## src/rtl/ft2232h_rx_ctrl.sv

```systemverilog
// FT2232H sync-245 receive controller: sequences OE#/RD# on RXF#, buffers bytes in a 16-deep FWFT FIFO, streams them out valid/ready.
// Latency: OE# low 1 clk after RXF# seen low, first byte captured 2 clks later, visible on m_data_o the cycle after capture.
// Backpressure: m_ready_i low fills the buffer; bursts stop once free < MIN_FREE. Optional build macro FT_RX_STATS_EN adds rx_count_o/rx_stall_o.
module ft2232h_rx_ctrl #(
    parameter int ADDR_W   = 4,
    parameter int MIN_FREE = 2
) (
    input  logic       clk_i,
    input  logic       rstn_i,
    input  logic       en_i,
    input  logic [7:0] ft_data_i,
    input  logic       ft_rxf_n_i,
    output logic       ft_oe_n_o,
    output logic       ft_rd_n_o,
    output logic [7:0] m_data_o,
    output logic       m_valid_o,
    input  logic       m_ready_i,
    output logic       busy_o
`ifdef FT_RX_STATS_EN
    ,
    output logic [15:0] rx_count_o,
    output logic        rx_stall_o
`endif
);

    localparam int DEPTH = 1 << ADDR_W;
    localparam logic [ADDR_W:0]   DEPTH_L = DEPTH[ADDR_W:0];
    localparam logic [ADDR_W:0]   MIN_L   = MIN_FREE[ADDR_W:0];
    localparam logic [ADDR_W:0]   LVL_ONE = (ADDR_W+1)'(1);
    localparam logic [ADDR_W-1:0] PTR_ONE = ADDR_W'(1);

    localparam logic [1:0] IDLE  = 2'd0;
    localparam logic [1:0] OE_ON = 2'd1;
    localparam logic [1:0] READ  = 2'd2;
    localparam logic [1:0] TURN  = 2'd3;

    logic [1:0]        state;
    logic [1:0]        state_nxt;
    logic [ADDR_W:0]   level;
    logic [ADDR_W:0]   free;
    logic [ADDR_W-1:0] wr_ptr;
    logic [ADDR_W-1:0] rd_ptr;
    logic [7:0]        mem [DEPTH];
    logic              room;
    logic              full;
    logic              empty;
    logic              push;
    logic              pop;

    // free space is judged on the level before this edge's push/pop
    assign free  = DEPTH_L - level;
    assign room  = (free >= MIN_L);
    assign full  = (level == DEPTH_L);
    assign empty = (level == '0);

    // a byte is taken on every edge where the strobe is low and the chip still has data
    assign push      = !ft_rd_n_o && !ft_rxf_n_i;
    assign pop       = m_valid_o && m_ready_i;
    assign m_valid_o = !empty;
    assign m_data_o  = empty ? 8'h00 : mem[rd_ptr];
    assign busy_o    = (state != IDLE);

    // burst sequencing: IDLE -> OE_ON -> READ ... -> TURN -> IDLE
    always_comb begin
        state_nxt = state;
        case (state)
            IDLE:    if (en_i && !ft_rxf_n_i && room) state_nxt = OE_ON;
            OE_ON:   state_nxt = ft_rxf_n_i ? TURN : READ;
            READ:    if (!(!ft_rxf_n_i && en_i && room)) state_nxt = TURN;
            TURN:    state_nxt = IDLE;
            default: state_nxt = IDLE;
        endcase
    end

    // state plus OE#/RD# registered from the next state so the pins are glitch-free flops
    always_ff @(posedge clk_i) begin
        if (!rstn_i) begin
            state     <= IDLE;
            ft_oe_n_o <= 1'b1;
            ft_rd_n_o <= 1'b1;
        end else begin
            state     <= state_nxt;
            ft_oe_n_o <= !((state_nxt == OE_ON) || (state_nxt == READ));
            ft_rd_n_o <= !(state_nxt == READ);
        end
    end

    // buffer pointers and fill level; reset discards anything still buffered
    always_ff @(posedge clk_i) begin
        if (!rstn_i) begin
            wr_ptr <= '0;
            rd_ptr <= '0;
            level  <= '0;
        end else begin
            assert (!(push && full));
            if (push) wr_ptr <= wr_ptr + PTR_ONE;
            if (pop)  rd_ptr <= rd_ptr + PTR_ONE;
            case ({push, pop})
                2'b10:   level <= level + LVL_ONE;
                2'b01:   level <= level - LVL_ONE;
                default: level <= level;
            endcase
        end
    end

    // buffer storage, written only outside reset
    always_ff @(posedge clk_i) begin
        if (rstn_i && push) mem[wr_ptr] <= ft_data_i;
    end

`ifdef FT_RX_STATS_EN
    // captured-byte counter (wraps) and a pulse whenever READ is cut short by a full buffer
    always_ff @(posedge clk_i) begin
        if (!rstn_i) begin
            rx_count_o <= 16'h0000;
            rx_stall_o <= 1'b0;
        end else begin
            if (push) rx_count_o <= rx_count_o + 16'h0001;
            rx_stall_o <= (state == READ) && !room;
        end
    end
`endif

endmodule

```

## config.mk

```make
export PLATFORM = sky130hd
export DESIGN_NAME = ft2232h_rx_ctrl
export DESIGN_NICKNAME = d
export VERILOG_FILES = /design/src/rtl/ft2232h_rx_ctrl.sv
export SDC_FILE = /design/constraint.sdc
export NUM_CORES = 1
export LEC_CHECK = 0
export CORE_ASPECT_RATIO = 1.2
export CORE_MARGIN = 5
export CORE_UTILIZATION = 60
export DETAILED_ROUTE_END_ITERATION = 10
export PLACE_DENSITY_LB_ADDON = 0.3
export SKIP_LAST_GASP = 1
export SLEW_MARGIN = 20
export SYNTH_ARGS = -nofsm -noshare
export SYNTH_HDL_FRONTEND = slang
export SYNTH_SLANG_ARGS = --single-unit
```

## constraint.sdc

```tcl
create_clock -name clk_i -period 3.8 [get_ports clk_i]
set_input_delay 0.57 -clock clk_i [delete_from_list [all_inputs] [get_ports clk_i]]
set_output_delay 0.57 -clock clk_i [all_outputs]
set_load 0.01 [all_outputs]
```

Yosys cells after proc, flatten, opt, wreduce, memory -nomap -nowiden
Memory sizes are Yosys's and may differ from the RTL's. A register that Yosys moved wholly into a read port is not among the register bits. Cells that the tools add are included.

Register bits: 17. RAM bits: 128. Output and inout port bits: 12. Memories kept: 1.

Memories: mem (depth 16, width 8, rd ports 1, clocked after memory_dff 1, wr ports 1, RTL line 43) `logic [7:0] mem [DEPTH];`.

Add/sub/neg operators: 5. Magnitude comparators: 1. Eq/ne operators: 7. Muxes and demuxes: 10. Reductions and logical operators: 15.

Operator list (number): $pmux 5 s2 (1); $add 4x1->4 const B (2); $eq 2x2->1 const B (4); $mux 4 (2); $mux 8 (1); $pmux 2 s4 (1); $eq 2x1->1 const B (3); $add 5x1->5 const B (1); $ge 5x2->1 const B (1); $logic_and 1x1->1 (5); $logic_not 1->1 (5); $logic_not 5->1 (1); $sub 5x1->5 const B (1); $sub 5x5->5 const A (1); $mux 2 (2); $reduce_bool 2->1 (2); $mux 1 (3); $logic_not 2->1 (1); $logic_or 1x1->1 (1).

Logic depth before layout (Yosys ltp)
Gate-level depths: netlist of the first run.

Word-level depth: 8. Gate-level depth with buffers: 14.

Worst setup path after synthesis of the first run
Ideal clock, no wire load.

Path type: flip-flop to flip-flop. Start: reg level[1]. End: reg level[4]. Library setup time: 0.118 ns. Data arrival time: 2.786 ns. Required time: 3.682 ns. Path slack: 0.896 ns. Stages on the path, launching flop included: 15. Path buffers: 1. Clock period less this slack: 2.904 ns. Cells stage by stage: dfxtp_1 -> inv_1 -> ha_1 -> nor3b_1 -> ha_1 -> nor2b_1 -> clkbuf_1 -> ha_1 -> inv_1 -> fa_1 -> nor2b_1 -> o21ai_0 -> nand3_1 -> or3b_1 -> mux2i_1.

Longest elaborated chain between the ends: 5. Elaborated cells between the ends (all ways): 9. Classes of those cells: add/sub (2); eq/ne (2); mux (1); reduce/logical (4).

RTL lines: start: declaration (RTL line 39) `logic [ADDR_W:0] level;`; start signal: assignment (RTL line 99) `2'b10: level <= level + LVL_ONE;`; start signal: assignment (RTL line 100) `2'b01: level <= level - LVL_ONE;`; start signal: assignment (RTL line 101) `default: level <= level;`; $logic_not 5->1 * (RTL line 54) `assign empty = (level == '0);`; $logic_not 1->1 * (RTL line 59) `assign m_valid_o = !empty;`; $logic_and 1x1->1 * (RTL line 58) `assign pop = m_valid_o && m_ready_i;`; net pop (RTL line 48) `logic pop;`; $eq 2x1->1 / $eq 2x2->1 (equally long branches) (RTL line 98) `case ({push, pop})`; $pmux 5 s2 / $reduce_bool 2->1 (equally long branches).

The timed path passes the listed nets; every way through them passes the cells marked *. A chain may end at the register's enable or synchronous reset.

Worst setup path in the final report of the first run
Start: reg level[1]. End: out m_data_o[3].

Longest elaborated chain between the ends: 2.

RTL lines: $logic_not 5->1 (RTL line 54); $mux 8 (RTL line 60) `assign m_data_o = empty ? 8'h00 : mem[rd_ptr];`; end: declaration (RTL line 15) `output logic [7:0] m_data_o,`.

No other way between the ends.

==> impl_metrics.tcl, run 1 <==
set metrics [dict create \
    end_kind "primary output" \
    drv_slew 0 \
    n_fill_cell 623 \
    hold_violations 0 \
    rows 40 \
    synth_edf_count 128 \
    drc 0 \
    status "finished clean" \
    p_leak_nw 2.41 \
    critical_path_peak_fanout 8 \
    boundaryPins 25 \
    syn2layout_area_growth_pct 16.2 \
    crit_start "level[1]" \
    cts_buffer_depth 2 \
    postSynthAreaPerCell_sq_um 16.5 \
    fin_total_pwr_w 0.00412 \
    cts_hold_buf 0 \
    clock-root-buffer "clkbuf_16" \
    slowest_delay_ns 0.53 \
    worstPathCellList "inv_1 > ha_1 > nor3b_1 > ha_1 > or2_2 > a211oi_1 > o21ai_0 > nand2_1 > clkdlybuf4s50_1" \
    final_cell_mix "128 x edfxtp_1, 24 x nand2_1, 24 x clkdlybuf4s50_1" \
    vias_per_cell 5.99 \
    crit_arrival_ns 3.05 \
    r2r-start "level[1]" \
    drt_wl_total_um 12300 \
    dp.cells 529 \
    cts_tree "done" \
    max-vdd-ir-drop_uv 440 \
    cts_resized 0 \
    firstDrtPassIters 7 \
    min_period_ns 3.62 \
    h-tree-depth 4 \
    cp_top_family "simple AND/OR/NAND/NOR gates" \
    cts_buffers 17 \
    min_period_over_period_pct 95.2 \
    crit_buf_inv 2 \
    place_hpwl_um 7890 \
    antenna_left 0 \
    die-area_sq_um 12500 \
    ys_types 43 \
    diodes 0 \
    start_util_pct 61.7 \
    grt_util_all_layers_pct 21.9 \
    drt-wirelength-per-cell_um 21.9 \
    maxSlewHeadroom_pct 53.4 \
    die_x_um 103 \
    finalNonFillerCells 561 \
    cp-start-kind "flop" \
    drtIter0Drc 294 \
    fp.dieH_um 121 \
    power_per_cell_area_nw_per_um2 572 \
    min_from "level[4]" \
    overflow 0 \
    fin_tns_setup_ns 0 \
    path_clk_slew_ns 0.05 \
    gp_congestion 0.850 \
    slowest_stage "clkdlybuf4s50_1" \
    syn_inst 376 \
    cts.sinks 149 \
    synth-async-reset-ratio_pct 0 \
    required_ns 3.23 \
    vias 3362 \
    postLayoutCellArea_sq_um 7210 \
    cap_violations 0 \
    antenna_found_initial 0 \
    drive_gt1_share_pct 18.4 \
    grt_pass1_vias 3479 \
    clk_latency_ns 0.42 \
    synthesis.nets 407 \
    placed_area_sq_um 6660 \
    setup-violations-final 0 \
    post-cts-setup-buffers 0 \
    ys.flop_type "edfxtp_1" \
    port_buffers 24 \
    crit_top_cell "ha_1" \
    fmax_ghz 0.277 \
    rsz0062_at_grt "false" \
    yosysSeqAreaShare_pct 68.7 \
    hp-class "flop to flop" \
    grt_pass1_wl_um 19300 \
    fin_nets 453 \
    ys_warn_count 0 \
    layout_commonest_cell "edfxtp_1" \
    holdWs_ns 0.472 \
    synth-seq-cells 149 \
    tightest_slew_ns 0.697 \
    core_sq_um 10100 \
    worst-setup-path-type "flop to primary output" \
    synth_area_sq_um 6210 \
    grt_max_degree 45 \
    final.setup_skew_ns 0.00939 \
]
-- worst paths after layout --
| path | to | slack (ns) | depth (start not counted) |
|---|---|---|---|
| max | m_data_o[3] | 0.18 | 9 |
| max reg2reg | level[4] | 0.55 | 13 |
| min | level[4] | 0.47 | 2 |
| min reg2reg | level[4] | 0.47 | 2 |
-- power breakdown --
| part | total [W] | internal, W | switching, W |
|---|---|---|---|
| logic | 0.000742 | 0.000368 | 0.000374 |
| registers | 0.00184 | 0.00182 | 0.0000275 |
| clock network | 0.00154 | 0.000948 | 0.000587 |
| total | 0.00412 | 0.00313 | 0.000989 |
-- cells by family after synthesis --
| family | synth area share (%) |
|---|---|
| simple gates | 6.77 |
| compound gates | 4.33 |
| buf+inv | 2.60 |
| flops | 68.7 |
| xor+xnor | 1.55 |
| fa+ha+maj | 3.75 |
| mux | 12.3 |
-- sequential cells by signal (all words and copies together), names as in the netlist, named ones only --
name,flops
rd_ptr,4
mem,128
ft_oe_n_o,1
state,2
ft_rd_n_o,1
wr_ptr,4
level,5
-- cells in the mapped netlist, types with 3 or more instances --
library cell	n	share of area, %
o21ai_0	7	0.56
nor2_1	16	0.97
clkbuf_1	9	0.54
a22oi_1	3	0.36
ha_1	17	3.4
and3_1	3	0.30
xor2_1	4	0.56
buf_6	4	0.73
o22ai_1	4	0.40
inv_1	13	0.79
nand2b_1	3	0.30
dfxtp_1	21	6.8
nand3_1	7	0.56
xnor2_1	7	0.99
nor2b_1	7	0.71
edfxtp_1	128	62
nor3_1	4	0.32
mux2i_1	20	3.2
buf_2	3	0.24
a211oi_1	6	0.73
mux4_2	23	8.3
mux2_2	4	0.73
and2_1	12	1.2
o211ai_1	4	0.48
a21oi_1	3	0.24
nand2_1	24	1.5
-- layout make-up --
type	instances	area [sq um]	area share, %
tap	126	158	2.19
sequential	149	4270	59.1
clock inverter	5	50.0	0.694
multi-input combinational	196	1790	24.8
timing repair buffer	45	410	5.69
inverter	13	48.8	0.677
clock buffer	27	493	6.84
-- routing by layer --
| metal | wire length, um | track usage, % | part of all wire [%] |
|---|---|---|---|
| met1 | 4800 | 27.0 | 39 |
| met2 | 6400 | 36.5 | 52 |
| met3 | 803 | 6.04 | 6.5 |
| met4 | 257 | 8.50 | 2.1 |
| met5 | 0 | 0 | 0 |
-- worst reg2reg max path, cell delays in order (launching register included) --
cell	delay (ns)
dfxtp_1	0.40
inv_1	0.11
ha_1	0.26
nor3b_1	0.15
ha_1	0.22
nor2b_1	0.36
ha_1	0.31
inv_1	0.11
fa_1	0.43
nor2b_1	0.12
o21ai_0	0.10
nand3_1	0.09
or3b_1	0.36
mux2i_1	0.13
-- stage by stage --
stage / util, % / setup WS, ns
after CTS: 71.6 / 0.150
after global placement: 66.2 / 0.672
after floorplan: - / 0.896
final: 71.7 / 0.184
after global routing: 71.7 / 0.00684
after detailed placement: 66.2 / 0.587
No activity file was read; power rests on OpenSTA's default activity.
==> inputs of run 2 (changes only) <==
CORE_UTILIZATION = 45   (was 60)
GPL_TIMING_DRIVEN = 0   (was unset)
==> impl_metrics.tcl, run 2 (synthesis results as in run 1) <==
set metrics [dict create \
    layout_commonest_cell "edfxtp_1" \
    fp.dieH_um 139 \
    dp.cells 575 \
    swShare_pct 25.5 \
    start_util_pct 45.5 \
    overflow 0 \
    power_per_cell_area_nw_per_um2 573 \
    drive_gt1_share_pct 18.9 \
    min_period_ns 3.58 \
    clk_latency_ns 0.41 \
    port_buffers 24 \
    vias_per_cell 5.36 \
    drtIter0Drc 208 \
    largestRegisters "mem (128), level (5)" \
    grt_pass1_vias 3392 \
    n_fill_cell 1116 \
    crit_arrival_ns 3.01 \
    r2r_slack_ns 0.53 \
    place_hpwl_um 8210 \
    clkPwrFrac_pct 37.2 \
    grtUsageMet1_pct 20.5 \
    r2r-start "level[1]" \
    h-tree-depth 4 \
    hp-class "flop to flop" \
    antenna_left 0 \
    min_period_over_period_pct 94.2 \
    fmax_ghz 0.279 \
    grt_busiest_layer "met2" \
    finalNonFillerCells 606 \
    p_leak_nw 2.41 \
    maxSlewHeadroom_pct 33.1 \
    worst-setup-path-type "flop to primary output" \
    cts_buffer_depth 2 \
    tightest_slew_ns 0.999 \
    syn2layout_area_growth_pct 17.4 \
    rsz0062_at_grt "false" \
    internal_power_w 0.00311 \
    seq_area_sq_um 4260 \
    reg2regPathDepth 14 \
    boundaryPins 25 \
    hold_violations 0 \
    cts_tree "done" \
    cts.sinks 149 \
    multiInputGateArea_sq_um 1820 \
    max-vdd-ir-drop_uv 288 \
    hold_path_end "level[4]" \
    holdWs_ns 0.465 \
    gp_congestion 0.763 \
    drv_slew 0 \
    fin_ws_ns 0.220 \
    firstDrtPassIters 5 \
    power_frac_comb_pct 18.7 \
    fin_nets 453 \
    holdPathStages 2 \
    setup-violations-final 0 \
    drt_wl_total_um 11800 \
    post-cts-setup-buffers 0 \
    switchingPower_w 0.00106 \
    use_met2_pct 25.3 \
    largest_reg_flops 128 \
    top_register "mem" \
    r2r_end "level[4]" \
    core_sq_um 13600 \
    cap_violations 0 \
    antenna_found_initial 0 \
    path_clk_slew_ns 0.06 \
    die_x_um 117 \
    final.setup_skew_ns 0.0115 \
    grt_pass1_wl_um 18800 \
    grt_max_degree 17 \
    cp-start-kind "flop" \
    drt-wirelength-per-cell_um 19.5 \
    cts_buffers 17 \
    dp_slack_ns 0.372 \
    diodes 0 \
    required_ns 3.23 \
    vias 3251 \
    rows 47 \
    clock-root-buffer "clkbuf_16" \
    drc 0 \
    end_kind "primary output" \
    critical_path_peak_fanout 6 \
    grt_use_met3_pct 3.62 \
    min_from "level[4]" \
    grt_util_all_layers_pct 15.8 \
    cts_hold_buf 0 \
    power_frac_seq_pct 44.1 \
    status "finished clean" \
    die-area_sq_um 16300 \
    final_cell_mix "128 x edfxtp_1, 24 x nand2_1, 24 x clkdlybuf4s50_1" \
]
[run 2: cell count changes in the layout (fill, tap and decap cells not counted), moves of 2 or more]
| cell | delta |
|---|---|
| buf_4 | -18 |
| buf_6 | +6 |
| clkinv_4 | +5 |
| nor3_1 | -4 |
| nor3_2 | +4 |
| buf_2 | +3 |
| clkbuf_8 | -3 |
| inv_6 | +3 |
| a211oi_1 | -2 |
| a211oi_2 | +2 |
| clkbuf_1 | +2 |
[run 2: cell type report]
type / instances / share of cell area, %
sequential: 149 / 58.5
timing repair buffer: 28 / 3.81
clock inverter: 15 / 1.80
multi-input combinational: 196 / 25.0
clock buffer: 17 / 5.84
tap: 171 / 2.94
inverter: 13 / 0.669
buffer: 17 / 1.49
[run 2: worst max-delay path, stage by stage (launching register included)]
cell and delay (ns):
dfxtp_1 0.41, inv_1 0.11, ha_1 0.26, nor3b_1 0.16, ha_1 0.25, inv_1 0.16, nand2_1 0.22, nor2_1 0.27
a22oi_1 0.13, nand2_1 0.09, clkdlybuf4s50_1 0.54
[run 2: layer usage]
layer	up-vias	part of all wire [%]
li1	1531	-
met1	1622	42
met2	85	51
met3	13	4.3
met4	0	1.9
met5	-	0
[run 2: power groups by stage]
stage | clock (W) | combinational, W | sequential [W]
after floorplan | 0 | 0.000517 | 0.00187
after global placement | 0 | 0.000760 | 0.00187
after detailed placement | 0 | 0.000779 | 0.00188
after CTS | 0.00158 | 0.000791 | 0.00184
after global routing | 0.00166 | 0.000865 | 0.00185
final | 0.00155 | 0.000779 | 0.00184
[run 2: metrics by stage]
stage / TNS, ns / util, % / cell area (sq um) / power [W]
after floorplan: 0 / - / 6210 / 0.00239
after global placement: 0 / 48.8 / 6660 / 0.00263
after detailed placement: 0 / 49.2 / 6720 / 0.00265
after CTS: -0.0137 / 53.4 / 7290 / 0.00421
after global routing: 0 / 53.4 / 7290 / 0.00437
final: 0 / 53.4 / 7290 / 0.00417
[run 2: how the worst max path moves through the flow]
stage | slack, ns | start | to | depth (start not counted)
4_1_cts | -0.01 | level[1] | m_data_o[4] | 10
2_1_floorplan | 0.90 | level[1] | level[4] | 14
3_5_place_dp | 0.37 | level[1] | m_data_o[4] | 10
5_1_grt | 0.004 | level[1] | m_data_o[4] | 10
6_report | 0.22 | level[1] | m_data_o[3] | 10
3_3_place_gp | 0.23 | ft_rxf_n_i | mem[0][7] | 4
[run 2: timing repair]
action                     4_1_cts  5_1_grt
pin swaps                        0        0
setup endpoints to repair        3        3
resized for setup                3        1
==> inputs of run 3 (changes only) <==
ABC_CLOCK_PERIOD_IN_PS = 3800   (was unset)
CORE_ASPECT_RATIO = 1.75   (was 1.2)
==> impl_metrics.tcl, run 3 (synthesis results as in run 1) <==
set metrics [dict create \
    antenna_left 0 \
    rows 56 \
    p_leak_nw 2.40 \
    drt-wirelength-per-cell_um 20.8 \
    maxSlewHeadroom_pct 36.0 \
    crit_arrival_ns 3.03 \
    place_hpwl_um 8930 \
    final_cell_mix "128 x edfxtp_1, 24 x nand2_1, 24 x clkdlybuf4s50_1" \
    vias 3349 \
    core_sq_um 13500 \
    start_util_pct 46.1 \
    cts_tree "done" \
    hp-class "flop to flop" \
    diodes 0 \
    wl_met3_um 480 \
    critical_path_peak_fanout 8 \
    power_frac_seq_pct 43.7 \
    post-cts-setup-buffers 0 \
    boundaryPins 25 \
    rsz0062_at_grt "false" \
    drive_gt1_share_pct 19.1 \
    fp.dieH_um 165 \
    status "finished clean" \
    die-area_sq_um 16300 \
    wl_met1_um 4860 \
    top_register "mem" \
    layout_commonest_cell "edfxtp_1" \
    cts.sinks 149 \
    grt_pass1_wl_um 19900 \
    tightest_slew_ns 0.956 \
    reg2regPathDepth 14 \
    power_frac_comb_pct 18.6 \
    worst-setup-path-type "flop to primary output" \
    die_x_um 98.8 \
    syn2layout_area_growth_pct 17.4 \
    firstDrtPassIters 5 \
    clkPwrFrac_pct 37.7 \
    cts_hold_buf 0 \
    overflow 0 \
    port_buffers 24 \
    wl_met2_um 6850 \
    largestRegisters "mem (128), level (5)" \
    antenna_found_initial 0 \
    clk_latency_ns 0.42 \
    grt_pass1_vias 3530 \
    path_clk_slew_ns 0.06 \
    vias_per_cell 5.50 \
    end_kind "primary output" \
    cts_buffers 17 \
    min_period_over_period_pct 94.7 \
    internal_power_w 0.00307 \
    fin_ws_ns 0.201 \
    drv_slew 0 \
    largest_reg_flops 128 \
    drt_wl_total_um 12700 \
    swShare_pct 27.2 \
    switchingPower_w 0.00115 \
    required_ns 3.23 \
    final.setup_skew_ns 0.00689 \
    fin_tns_setup_ns 0 \
    min_period_ns 3.60 \
    fin_nets 453 \
    cp-start-kind "flop" \
    gp_congestion 0.860 \
    drtIter0Drc 241 \
    holdPathStages 2 \
    cap_violations 0 \
    grt_max_degree 17 \
    grt_util_all_layers_pct 16.8 \
    highest_layer "met4" \
    hold_violations 0 \
    setup-violations-final 0 \
    dp_slack_ns 0.381 \
    h-tree-depth 4 \
    drc 0 \
    clock-root-buffer "clkbuf_16" \
    cts_buffer_depth 2 \
    fmax_ghz 0.278 \
    max-vdd-ir-drop_uv 436 \
    power_per_cell_area_nw_per_um2 578 \
]
## run 3: routing by layer
layer  global-route usage [%]  vias up
met3                     4.20       37
met4                     9.32        0
met5                        0        -
met2                     29.6       91
met1                     18.3     1687
li1                         -     1534
## run 3: power groups by stage
stage | logic (W) | clock network (W) | registers, W
after global placement | 0.000767 | 0 | 0.00188
after CTS | 0.000801 | 0.00161 | 0.00184
after global routing | 0.000858 | 0.00169 | 0.00185
final | 0.000783 | 0.00159 | 0.00184
after detailed placement | 0.000792 | 0 | 0.00188
after floorplan | 0.000517 | 0 | 0.00187
## run 3: through the flow
| step | hold WS (ns) | std cells | total power (W) | utilization (%) | instance area, sq um |
|---|---|---|---|---|---|
| 5_1_grt | 0.522 | 609 | 0.00440 | 54.2 | 7290 |
| 3_3_place_gp | 0.445 | 574 | 0.00264 | 49.5 | 6670 |
| 2_1_floorplan | 0.438 | 376 | 0.00239 | - | 6210 |
| 6_report | 0.474 | 609 | 0.00421 | 54.2 | 7290 |
| 3_5_place_dp | 0.464 | 578 | 0.00267 | 49.9 | 6720 |
| 4_1_cts | 0.474 | 609 | 0.00425 | 54.2 | 7290 |
## run 3: path summary, 6_finish.rpt
kind            start          end  slack, ns
max          level[0]  m_data_o[3]       0.20
min          level[4]     level[4]       0.47
max reg2reg  level[0]     level[4]       0.58
min reg2reg  level[4]     level[4]       0.47
## run 3: cell type report
| type | instances | area [sq um] |
|---|---|---|
| plain buffers | 17 | 109 |
| fillers | 1106 | 6160 |
| well taps | 174 | 218 |
| clock inverters | 15 | 136 |
| multi-input cells | 196 | 1820 |
| clock buffers | 17 | 425 |
| repair buffers | 28 | 270 |
| inverters | 13 | 48.8 |
| flip-flops and latches | 149 | 4270 |
## run 3: what timing repair did
action	4_1_cts	5_1_grt
setup endpoints to repair	3	2
pin swaps	0	0
resized for setup	3	1
## run 3: worst max-delay path, cell delays in order (launching register included)
cell and delay (ns):
dfxtp_1 0.40, inv_1 0.12, ha_1 0.24, nor3b_1 0.16, ha_1 0.24, or2_2 0.42
a211oi_2 0.23, o21ai_0 0.12, nand2_1 0.13, clkdlybuf4s50_1 0.54
